## src/rtl/display_arbiter.sv

```systemverilog
// Round-robin arbiter that time-shares the 4-digit 7-segment display between requesters A and B.
// Optional DISPLAY_ARB_REFRESH_EN lets the current owner update its value during HOLD.
module display_arbiter #(
  parameter int DWELL   = 25_000_000,
  parameter int DWELL_W = 25
) (
  input  logic        clock,
  input  logic        reset,
  input  logic        req_a,
  input  logic [15:0] data_a,
  output logic        ack_a,
  input  logic        req_b,
  input  logic [15:0] data_b,
  output logic        ack_b,
  output logic [3:0]  cifra0,
  output logic [3:0]  cifra1,
  output logic [3:0]  cifra2,
  output logic [3:0]  cifra3,
  output logic        owner,
  output logic        valid,
  output logic        busy
);

  typedef enum logic {
    IDLE = 1'b0,
    HOLD = 1'b1
  } state_t;

  state_t               state_q, state_d;
  logic [DWELL_W-1:0]   cnt_q, cnt_d;
  logic                 last_owner_q;
  logic                 req_a_ok, req_b_ok;
  logic                 grant_a, grant_b;
  logic [15:0]          sel_data;

  // Handshake: req is a level held until the requester sees its one-cycle ack;
  // a req still high while its own ack is high is the tail of the old request.
  assign req_a_ok = req_a & ~ack_a;
  assign req_b_ok = req_b & ~ack_b;
  assign sel_data = grant_b ? data_b : data_a;

  // busy is the state register itself, so it also serves as the FSM debug view.
  assign busy = (state_q == HOLD);

  always_comb begin
    state_d = state_q;
    cnt_d   = cnt_q;
    grant_a = 1'b0;
    grant_b = 1'b0;
    case (state_q)
      IDLE: begin
        // On a tie the side that did not own the display last time wins.
        grant_b = req_b_ok & (~req_a_ok | ~last_owner_q);
        grant_a = req_a_ok & ~grant_b;
        if (grant_a || grant_b) begin
          state_d = HOLD;
          cnt_d   = DWELL_W'(DWELL - 1);
        end
      end
      HOLD: begin
        if (cnt_q == '0) begin
          state_d = IDLE;
        end else begin
          cnt_d = cnt_q - DWELL_W'(1);
        end
`ifdef DISPLAY_ARB_REFRESH_EN
        // Owner refresh: new data and ack, but the dwell end is not moved.
        grant_a = ~owner & req_a_ok;
        grant_b =  owner & req_b_ok;
`endif
      end
      default: state_d = IDLE;
    endcase
  end

  always_ff @(posedge clock) begin
    if (reset) begin
      state_q      <= IDLE;
      cnt_q        <= '0;
      ack_a        <= 1'b0;
      ack_b        <= 1'b0;
      owner        <= 1'b0;
      last_owner_q <= 1'b1;
      valid        <= 1'b0;
      cifra0       <= 4'h0;
      cifra1       <= 4'h0;
      cifra2       <= 4'h0;
      cifra3       <= 4'h0;
    end else begin
      state_q <= state_d;
      cnt_q   <= cnt_d;
      ack_a   <= grant_a;
      ack_b   <= grant_b;
      if (grant_a || grant_b) begin
        cifra0       <= sel_data[3:0];
        cifra1       <= sel_data[7:4];
        cifra2       <= sel_data[11:8];
        cifra3       <= sel_data[15:12];
        owner        <= grant_b;
        last_owner_q <= grant_b;
        valid        <= 1'b1;
      end
    end
  end

endmodule
```

## config.mk

```make
export PLATFORM = sky130hd
export DESIGN_NAME = display_arbiter
export DESIGN_NICKNAME = d
export VERILOG_FILES = /design/src/rtl/display_arbiter.sv
export SDC_FILE = /design/constraint.sdc
export NUM_CORES = 1
export LEC_CHECK = 0
export ABC_AREA = 1
export BUFFER_PORTS_ARGS = -buffer_cell sky130_fd_sc_hd__buf_2
export CAP_MARGIN = 5
export CORE_MARGIN = 2
export CORE_UTILIZATION = 49
export DETAILED_ROUTE_END_ITERATION = 6
export PLACE_DENSITY = 0.85
export SYNTH_ARGS = -nofsm -noshare
export SYNTH_HDL_FRONTEND = slang
export SYNTH_SLANG_ARGS = --single-unit
```

## constraint.sdc

```tcl
create_clock -name clock -period 1.7 [get_ports clock]
set_clock_uncertainty 0.2 [all_clocks]
set_input_delay 0.17 -clock clock [delete_from_list [all_inputs] [get_ports clock]]
set_output_delay 0.17 -clock clock [all_outputs]
set_load 0.05 [all_outputs]
```

* Word-level counts from Yosys, hierarchy flattened *
Cells that the tools add are included.

storage, ports and cells
  output and inout bits = 21
  word-level logic and storage cells = 38
  input bits = 36
  register bits after elaboration = 47

operators by class
  eq/ne operators = 2
  reductions and logical operators = 4
  mux-type cells = 9
  add/sub/neg operators = 1
  bitwise gates (word level) = 11

operators with widths
  kind                                                                  number
  25-bit 2-to-1 mux                                                     2
  25-bit one-hot mux with 2 select lines                                1
  25-bit zero test                                                      1
  25-bit by 1-bit subtractor with 25-bit output, second input constant  1
  16-bit 2-to-1 mux                                                     1
  1-bit inverter                                                        6
  1-bit bitwise AND                                                     4
  1-bit 2-to-1 mux                                                      4
  2-bit inequality test, second input constant                          2
  1-bit logical OR                                                      2
  1-bit one-hot mux with 2 select lines                                 1
  2-bit AND reduction                                                   1
  1-bit OR                                                              1

* Longest topological paths before layout *
Gate-level depths: netlist of run 1.

  depth after elaboration = 10
  mapped depth = 11
  mapped depth without buffers = 11

* Worst setup path before layout of run 1 *
OpenSTA, ideal clock, no wires.

  path kind = reg-to-reg
  start point = register state_q (netlist: busy)
  end point = register cifra0[3]
  data required time = 1.413 ns
  arrival = 1.717 ns
  clock period less this slack = 2.004 ns
  cell stages (with the launch flop) = 11
  slack = -0.304 ns
  buffers on the path = 2
  setup time = 0.087 ns
  path through = dfxtp_1 buf_4 inv_2 nand2_2 inv_2 nor2_8 nand2_1 inv_2 buf_4 nand2_1 o31ai_1

on the way
  longest elaborated chain between the ends = 2
  elaborated cells between the ends (all ways) = 4
  classes of those cells = mux (3); reduce/logical (1)

ends and longest elaborated chain
  what                                                          RTL line  RTL
  start, declared                                               29        state_t state_q, state_d;
  start signal, assigned                                        90        state_q <= state_d;
  1-bit 2-to-1 mux                                              50        case (state_q)
  16-bit 2-to-1 mux / 1-bit logical OR (equally long branches)  40, 94
  end signal, assigned                                          95        cifra0 <= sel_data[3:0];
  end, declared                                                 15        output logic [3:0] cifra0,

Parallel ways exist; a longest one is shown, timed or not.
A chain may end at the register's enable or synchronous reset.

* Worst setup path after layout of run 1 *
  start point = register cnt_q[18]
  end point = register cnt_q[7]

on the way
  longest elaborated chain between the ends = 3

ends and longest elaborated chain
  what                             RTL line  RTL
  start, declared                  30        logic [DWELL_W-1:0] cnt_q, cnt_d;
  start signal, assigned           91        cnt_q <= cnt_d;
  25-bit zero test                 61        if (cnt_q == '0) begin
  2-bit inequality test (no line)  -
  2-bit AND reduction (no line)    -

Every way passes these cells.

==> results.md, run 1 <==
Die:
- The die is 76.6 microns wide.
- The placeable core region is 5110 sq um.
- For this configuration, the core starts out at a cell density of 0.506.
- The die covers 5870 sq um.
- The die boundary height is 76.6 microns.
- The number of I/O pins is 57.
- The placement row count is 26.

Layout:
- The filler-free cell count of the finished design is 579.
- The share of cells above drive strength 1 is 0.427.
- After routing the design area is 4040 sq um.
- Compared with the post-synthesis result, the final layout area differs by 56.3%.
- The net count of the finished layout is 545.

Hold path:
- The class of the tightest hold or removal check is in -> reg.

Timing:
- The number of hold-slack violations in the final timing report came to 0.
- The headroom to the max-slew limit is 0.707.
- Setup violations remaining at the end of the flow were counted as 25.
- Setup repair after global routing could not meet its margin everywhere.
- The final critical path time including I/O delays and setup is 1.82 ns.
- The maximum clock frequency is 549 MHz.
- The worst hold margin is 0.0219 ns.
- The transition time of the tightest slew-check pin is 0.440 ns.
- The max-slew violation count came to 0.
- The share of the cycle needed by the critical path after routing is 1.07.
- The post-layout worst setup margin is -0.123 ns.
- Setup total negative slack on the finished layout was measured at -1.99 ns.

Yosys:
- The number of flops mapped to enable cells by yosys is 0.
- The post-synthesis net count is 419.
- The most frequently used flop master after synthesis is dfxtp_1.
- The mean cell area of the mapped netlist is 6.78 sq um.
- Synthesis produced a netlist whose cell count is 381.
- After synthesis the cells add up to 2580 sq um.
- Counting distinct cell types in the post-synthesis netlist gives 36.
- In this run, synthesis produced a sequential element count of 47.
- The share of flip-flops with an asynchronous set or reset after synthesis is 0.
- The Yosys step of the flow raised 0 warnings.
- The sequential area share after synthesis is 0.364.

Status:
- The flow ran to the end, but the final reports show violations.
- The final reports fail on setup timing.

Setup path:
- The slowest stage of the critical path is the dfxtp_1 cell.
- STA classifies the critical path startpoint as a flip-flop.
- The class of the most critical setup path is reg -> reg.
- In this design, the stage delay of the slowest critical-path cell is 0.32 ns.
- Of all nets on the critical path, the largest fanout is 7.
- The critical path goes through nor2_1 > nand2_2 > nor2_4 > nand3_4 > nand2_4 > nand2_8 > buf_16 > nand3_1 > a21oi_1.
- The worst setup path is captured at a flip-flop.
- Data on the critical path arrives at its endpoint at 1.80 ns.
- The required time reported for the critical path endpoint is 1.68 ns.

Flow run:
- The max-capacitance violation count is 0.

Global routing:
- The via count of the first global-routing pass came to 3310.
- In the global route stage, overall resource usage came out at 0.331.
- The overflow left after global routing is 0.
- The first global-routing pass estimated 15700 microns of wire.
- The initial antenna violation count is 1.
- The maximum number of pins on one net before global-route repair is 33.

Route:
- The detailed router finished its first iteration with 334 violations.
- Using the TritonRoute via totals, the vias-per-cell ratio works out to 5.88.
- The detail route stage leaves a number of antenna-violating nets equal to 0.
- In the routed design, unresolved DRC markers number 0.
- The routed design has 10700 microns of wire.
- For this block, the via count after detailed routing is 3406.
- The first-pass detailed-route iteration total is 6.
- The average routed wire per standard cell is 18.5 microns.

Clocking:
- The number of clock buffers added by TritonCTS is 5.
- The H-tree was split into 2 levels.
- TritonCTS built the clock tree.
- The sink count of the clock tree is 47.
- The clock slew at the register clock pins of the worst setup and hold paths is 0.09 ns.
- The maximum clock path buffer count is 2.
- Clock latency on the worst-skew pair, taken at its later pin, is 0.30 ns.
- Clock tree synthesis selected as its root buffer the cell clkbuf_8.

Place:
- Once detailed placement completed, the half-perimeter wirelength came to 5020 microns.
- The cell area after placement is 3190 sq um.
- Including well taps, the total number of placed cells is 533.
- The number of port buffers is 56.
- The final weighted congestion in routability-driven placement is 0.928.

Power and ir drop:
- Power spread over the standard cell area amounts to 1050 nW/um^2.
- The total leakage power is 1.84 nW.
- The design draws 0.00424 W.
- The worst-case IR drop observed on VDD is 0.683 mV.
-- sequential cells by signal, indices dropped and copies added, names as in the netlist --
signal and cells:
cnt_q 25, cifra0 4, cifra1 4, cifra2 4, cifra3 4, ack_a 1, ack_b 1, busy 1
last_owner_q 1, owner 1, valid 1
-- cells in the final DEF, fill, tap and decap left out, types with 6 or more instances in the layout --
cell type	synthesis	layout
nand2_1	118	97
buf_2	2	56
buf_4	3	41
dfxtp_1	47	35
nand3_1	28	27
nor2_1	56	26
dlygate4sd3_1	0	24
nand2_2	3	21
inv_1	23	21
a21oi_1	22	20
nor2_4	2	19
nor2_2	3	16
a21oi_2	10	11
nand4_1	7	7
o21ai_0	7	6
dfxtp_4	0	6
dfxtp_2	0	6
-- per-layer routing --
layer	track usage	wire, microns
met3	0.0818	1120
met4	0.196	679
met1	0.374	3720
met2	0.564	5200
met5	0	0
-- cells by family after synthesis --
family,Yosys count,synth area share
AOI/OAI and AO/OA,54,0.130
xor gates and xnor gates,3,0.0102
adders and majority gates,2,0.00969
buffers and inverters,39,0.0712
DFF,47,0.364
muxes,5,0.0194
and+or+nand+nor,231,0.395
-- Yosys cell counts (2+ instances only) --
| master | count | share of area |
|---|---|---|
| nand2_4 | 2 | 0.0087 |
| inv_1 | 23 | 0.033 |
| ha_1 | 2 | 0.0097 |
| nand4_1 | 7 | 0.017 |
| nor2_4 | 2 | 0.0087 |
| or2_1 | 2 | 0.0048 |
| o31ai_1 | 4 | 0.012 |
| nand3_1 | 28 | 0.054 |
| a31oi_1 | 3 | 0.0073 |
| xor2_1 | 2 | 0.0068 |
| o21ai_0 | 7 | 0.014 |
| nor3_1 | 2 | 0.0039 |
| o21ai_1 | 2 | 0.0039 |
| a21oi_2 | 10 | 0.034 |
| nand2_1 | 118 | 0.17 |
| a21o_1 | 4 | 0.012 |
| buf_4 | 3 | 0.0087 |
| nor2_1 | 56 | 0.081 |
| nand3b_1 | 3 | 0.0087 |
| clkbuf_1 | 5 | 0.0073 |
| a21oi_1 | 22 | 0.043 |
| or2_2 | 3 | 0.0073 |
| buf_2 | 2 | 0.0039 |
| dfxtp_1 | 47 | 0.36 |
| mux2i_1 | 5 | 0.019 |
| nor2_2 | 3 | 0.0073 |
| inv_2 | 3 | 0.0044 |
| nand2_2 | 3 | 0.0073 |
-- layout make-up --
type | instances | area, sq um
antenna | 1 | 2.50
timing repair buffer | 129 | 947
sequential | 47 | 971
fill | 319 | 1070
multi-input combinational | 296 | 1780
tap | 70 | 87.6
timing repair inverter | 1 | 8.76
clock inverter | 2 | 37.5
clock buffer | 6 | 72.6
inverter | 27 | 126
-- path summary, 6_finish.rpt --
| path | cells after the start | startpoint | slack, ns | to |
|---|---|---|---|---|
| worst max-delay path | 9 | cnt_q[18]$_SDFFE_PP0P_ | -0.12 | cnt_q[7]$_SDFFE_PP0P_ |
| worst min-delay path | 4 | data_a[6] | 0.02 | cifra1[2]$_SDFFE_PP0P_ |
| worst max register to register | 9 | cnt_q[18]$_SDFFE_PP0P_ | -0.12 | cnt_q[7]$_SDFFE_PP0P_ |
| worst min register to register | 1 | cifra1[2]$_SDFFE_PP0P_ | 0.26 | cifra1[2]$_SDFFE_PP0P_ |
-- where the power goes --
group	switching (W)	internal, W
logic	0.00126	0.000768
clock network	0.000406	0.000440
registers	0.000128	0.00124
-- worst max-delay path, delay by kind of cell (launching register included) --
family                 cells  cell delay (ns)
AO/OA/AOI/OAI              1             0.07
buffers and inverters      1             0.17
flip-flops                 1             0.32
AND/OR/NAND/NOR            7             0.95
-- repair_timing --
item | 4_1_cts | 5_1_grt
buffers inserted | 8 | 2
hold buffers | 24 | 0
endpoints found under the hold margin | 13 | 0
gates resized for setup | 33 | 80
cloned | 2 | 1
pin swaps | 8 | 19
endpoints found under the setup margin | 21 | 41
-- metrics by stage --
step / worst slack [ns] / utilization
floorplan: 0.00529 / -
global placement: -0.0403 / 0.624
detailed placement: -0.0590 / 0.624
CTS: 0.00392 / 0.733
global route: -0.241 / 0.791
finish: -0.123 / 0.791
(Power assumes the default switching activity.)
==> inputs of run 2 (changes only) <==
CORE_ASPECT_RATIO = 0.75   (was default)
==> results.md, run 2 (same netlist as run 1, synthesis figures left out) <==
Status:
- The flow ran to the end, but the final reports show violations.
- The checks that failed: DRC, setup timing.

Layout:
- The net count of the finished layout is 560.
- The share of cells above drive strength 1 is 0.446.
- Leaving out fill and tap cells, the most frequent cells in the layout are nand2_1, buf_2, buf_4.
- The repair_antennas step left the layout with diodes totalling 0.
- In the final layout, the multi-input gates occupy 1770 sq um.
- The filler cell count is 241.
- For this run, the share of the core covered by cells in the final layout is 0.837.
- The most common cell after layout, fill and taps aside is nand2_1.
- The number of flip-flops in the largest register is 25.
- The register name with the most flops is cnt_q.
- The combined flip-flop and latch cell area is 966 sq um.
- From synthesis to final layout, the design area changed by 61.4%.

Global routing:
- The maximum number of pins on one net before global-route repair is 33.
- The initial antenna violation count is 0.
- Across every metal layer, demand over resource in global routing totals 0.356.
- The via count of the first global-routing pass is 3277.
- The total overflow left after global routing is 0.
- The first global-routing pass estimated 15600 microns of wire.

Route:
- The sum of routed wire length over all layers is 11900 microns.
- The number of remaining DRC errors is 5.
- The antenna violation net count after detailed routing is 0.
- The routed via count is 3501.
- After detailed routing, the average wire length per cell comes to 20.0 microns.
- The pre-antenna-repair detailed-routing pass consisted of 7 iterations.
- The number of vias per cell is 5.88.
- The number of design-rule violations left by the first detailed-router iteration is 455.

Die:
- The total die area is 5870 sq um.
- The placement row count is 22.
- In this run the standard cell core region covers 4980 sq um.
- The width of the chip is 87.8 microns.
- The initial standard-cell utilization of the core is 0.518.
- The number of I/O pins is 57.
- The floorplan step set the die height to 66.9 microns.

Power and ir drop:
- The portion of total power attributed to sequential cells is 0.310.
- Of the total power, the share spent switching nets is 0.433.
- The net switching power figure is 0.00192 W.
- The cell-internal power is 0.00252 W.
- Of the total power, combinational logic draws 0.493.
- The total leakage power is 1.95 nW.
- The sum of internal, switching and leakage power is 0.00445 W.
- IR analysis of the VDD net gives a maximum drop of 0.613 mV.
- The portion of total power attributed to the clock network is 0.197.
- Dividing total power by cell area gives a power density of 1070 nW/um^2.

Setup path:
- The launching element type of the critical path is a flip-flop.
- Of all nets on the critical path, the largest fanout is 4.
- In this run the worst setup path begins at cnt_q[7]$_SDFFE_PP0P_.
- The required time reported for the critical path endpoint is 1.69 ns.
- The worst register-to-register path begins at cnt_q[7]$_SDFFE_PP0P_.
- The class of the most critical setup path is reg -> reg.
- The arrival time at the worst endpoint is 1.90 ns.
- The type of element capturing the critical path is a flip-flop.

Timing:
- The final critical path time including I/O delays and setup is 1.91 ns.
- For the pin with the worst max-slew slack, the measured transition is 0.457 ns.
- Setup repair after global routing could not meet its margin everywhere.
- The max-slew violation count is 0.
- Summed over all failing endpoints, the final setup total negative slack is -3.47 ns.
- The share of the cycle needed by the critical path after routing is 1.12.
- The maximum clock frequency is 524 MHz.
- After layout, the worst setup slack is -0.209 ns.
- Setup violations remaining at the end of the flow were counted as 32.
- The number of hold-slack violations in the final timing report came to 0.
- Across all hold checks on the routed design, the worst slack comes to 0.0204 ns.
- The headroom to the max-slew limit is 0.695.

Clocking:
- The maximum clock path buffer count is 2.
- Buffers inserted during clock tree synthesis total 5.
- The clock latency on the worst-skew pair is 0.32 ns.
- The cell sitting at the root of the clock tree is a clkbuf_8.
- The clock slew at the register clock pins of the worst setup and hold paths is 0.10 ns.
- CTS saw 47 sinks.
- The CTS tree is done.
- The H-tree depth is 2.

Place:
- During placement, the flow inserted port buffers numbering 56.
- The HPWL reported at the end of detailed placement is 5500 microns.
- The final weighted congestion in routability-driven placement is 0.924.

Flow run:
- The max-capacitance violation count is 0.

Hold path:
- The startpoint identified for the worst hold timing path is data_a[4].
- The class of the tightest hold or removal check is in -> reg.
==> run 2: cell count changes in the layout (fill, tap and decap cells not counted), sizes merged <==
cell | previous run | this run
nand2 | 124 | 123
clkinv | 2 | 6
diode | 1 | 0
clkinvlp | 1 | 0
clkbuf | 6 | 5
buf | 105 | 119
==> run 2: final timing paths <==
kind / slack (ns) / cells past startpoint / endpoint
worst max-delay path: -0.21 / 11 / cnt_q[24]$_SDFFE_PP0P_
worst min-delay path: 0.02 / 4 / cifra1[0]$_SDFFE_PP0P_
worst max register to register: -0.21 / 11 / cnt_q[24]$_SDFFE_PP0P_
worst min register to register: 0.27 / 1 / cifra0[0]$_SDFFE_PP0P_
==> run 2: power groups by stage <==
| stage | Combinational [W] | Sequential (W) | Clock [W] |
|---|---|---|---|
| floorplan | 0.000773 | 0.00154 | 0 |
| global placement | 0.00142 | 0.00134 | 0 |
| detailed placement | 0.00146 | 0.00135 | 0 |
| CTS | 0.00169 | 0.00134 | 0.000848 |
| global route | 0.00229 | 0.00139 | 0.000908 |
| finish | 0.00219 | 0.00138 | 0.000876 |
==> run 2: final cells by class <==
type	count	area share
clock buffers	5	0.0165
repair inverters	3	0.00751
repair buffers	143	0.257
well taps	72	0.0216
clock inverters	3	0.0105
multi-input cells	295	0.424
flip-flops and latches	47	0.232
inverters	27	0.0303
==> run 2: timing repair <==
item | 4_1_cts | 5_1_grt
endpoints found under the hold margin | 11 | 1
setup buffers | 7 | 12
gates resized for setup | 35 | 86
setup endpoints to repair | 21 | 41
pin swaps | 12 | 25
hold buffers | 22 | 2
gates cloned | 3 | 1
==> run 2: metal layers <==
| metal | part of all wire | track usage | vias up |
|---|---|---|---|
| met5 | 0 | 0 | - |
| met4 | 0.074 | 0.240 | 0 |
| met3 | 0.10 | 0.0905 | 112 |
| met2 | 0.48 | 0.571 | 270 |
| met1 | 0.34 | 0.417 | 1601 |
| li1 | - | - | 1518 |
==> run 2: metrics by stage <==
step                      std cells  area (sq um)  setup slack, ns
final                           595          4170           -0.209
after global routing            595          4170           -0.347
after CTS                       581          3790          -0.0455
after detailed placement        541          3230          -0.0411
after global placement          541          3230          -0.0156
after floorplan                 381          2600          0.00529
==> run 2: critical path, cell delays in order (launching register included) <==
cell and delay, ns:
dfxtp_1 0.39, nor2_4 0.16, nand2_2 0.12, buf_6 0.15, nor2_4 0.11, buf_6 0.11
buf_4 0.13, nand3_2 0.09, nand2_1 0.08, nand3_1 0.10, nand2_1 0.08, a21oi_1 0.06
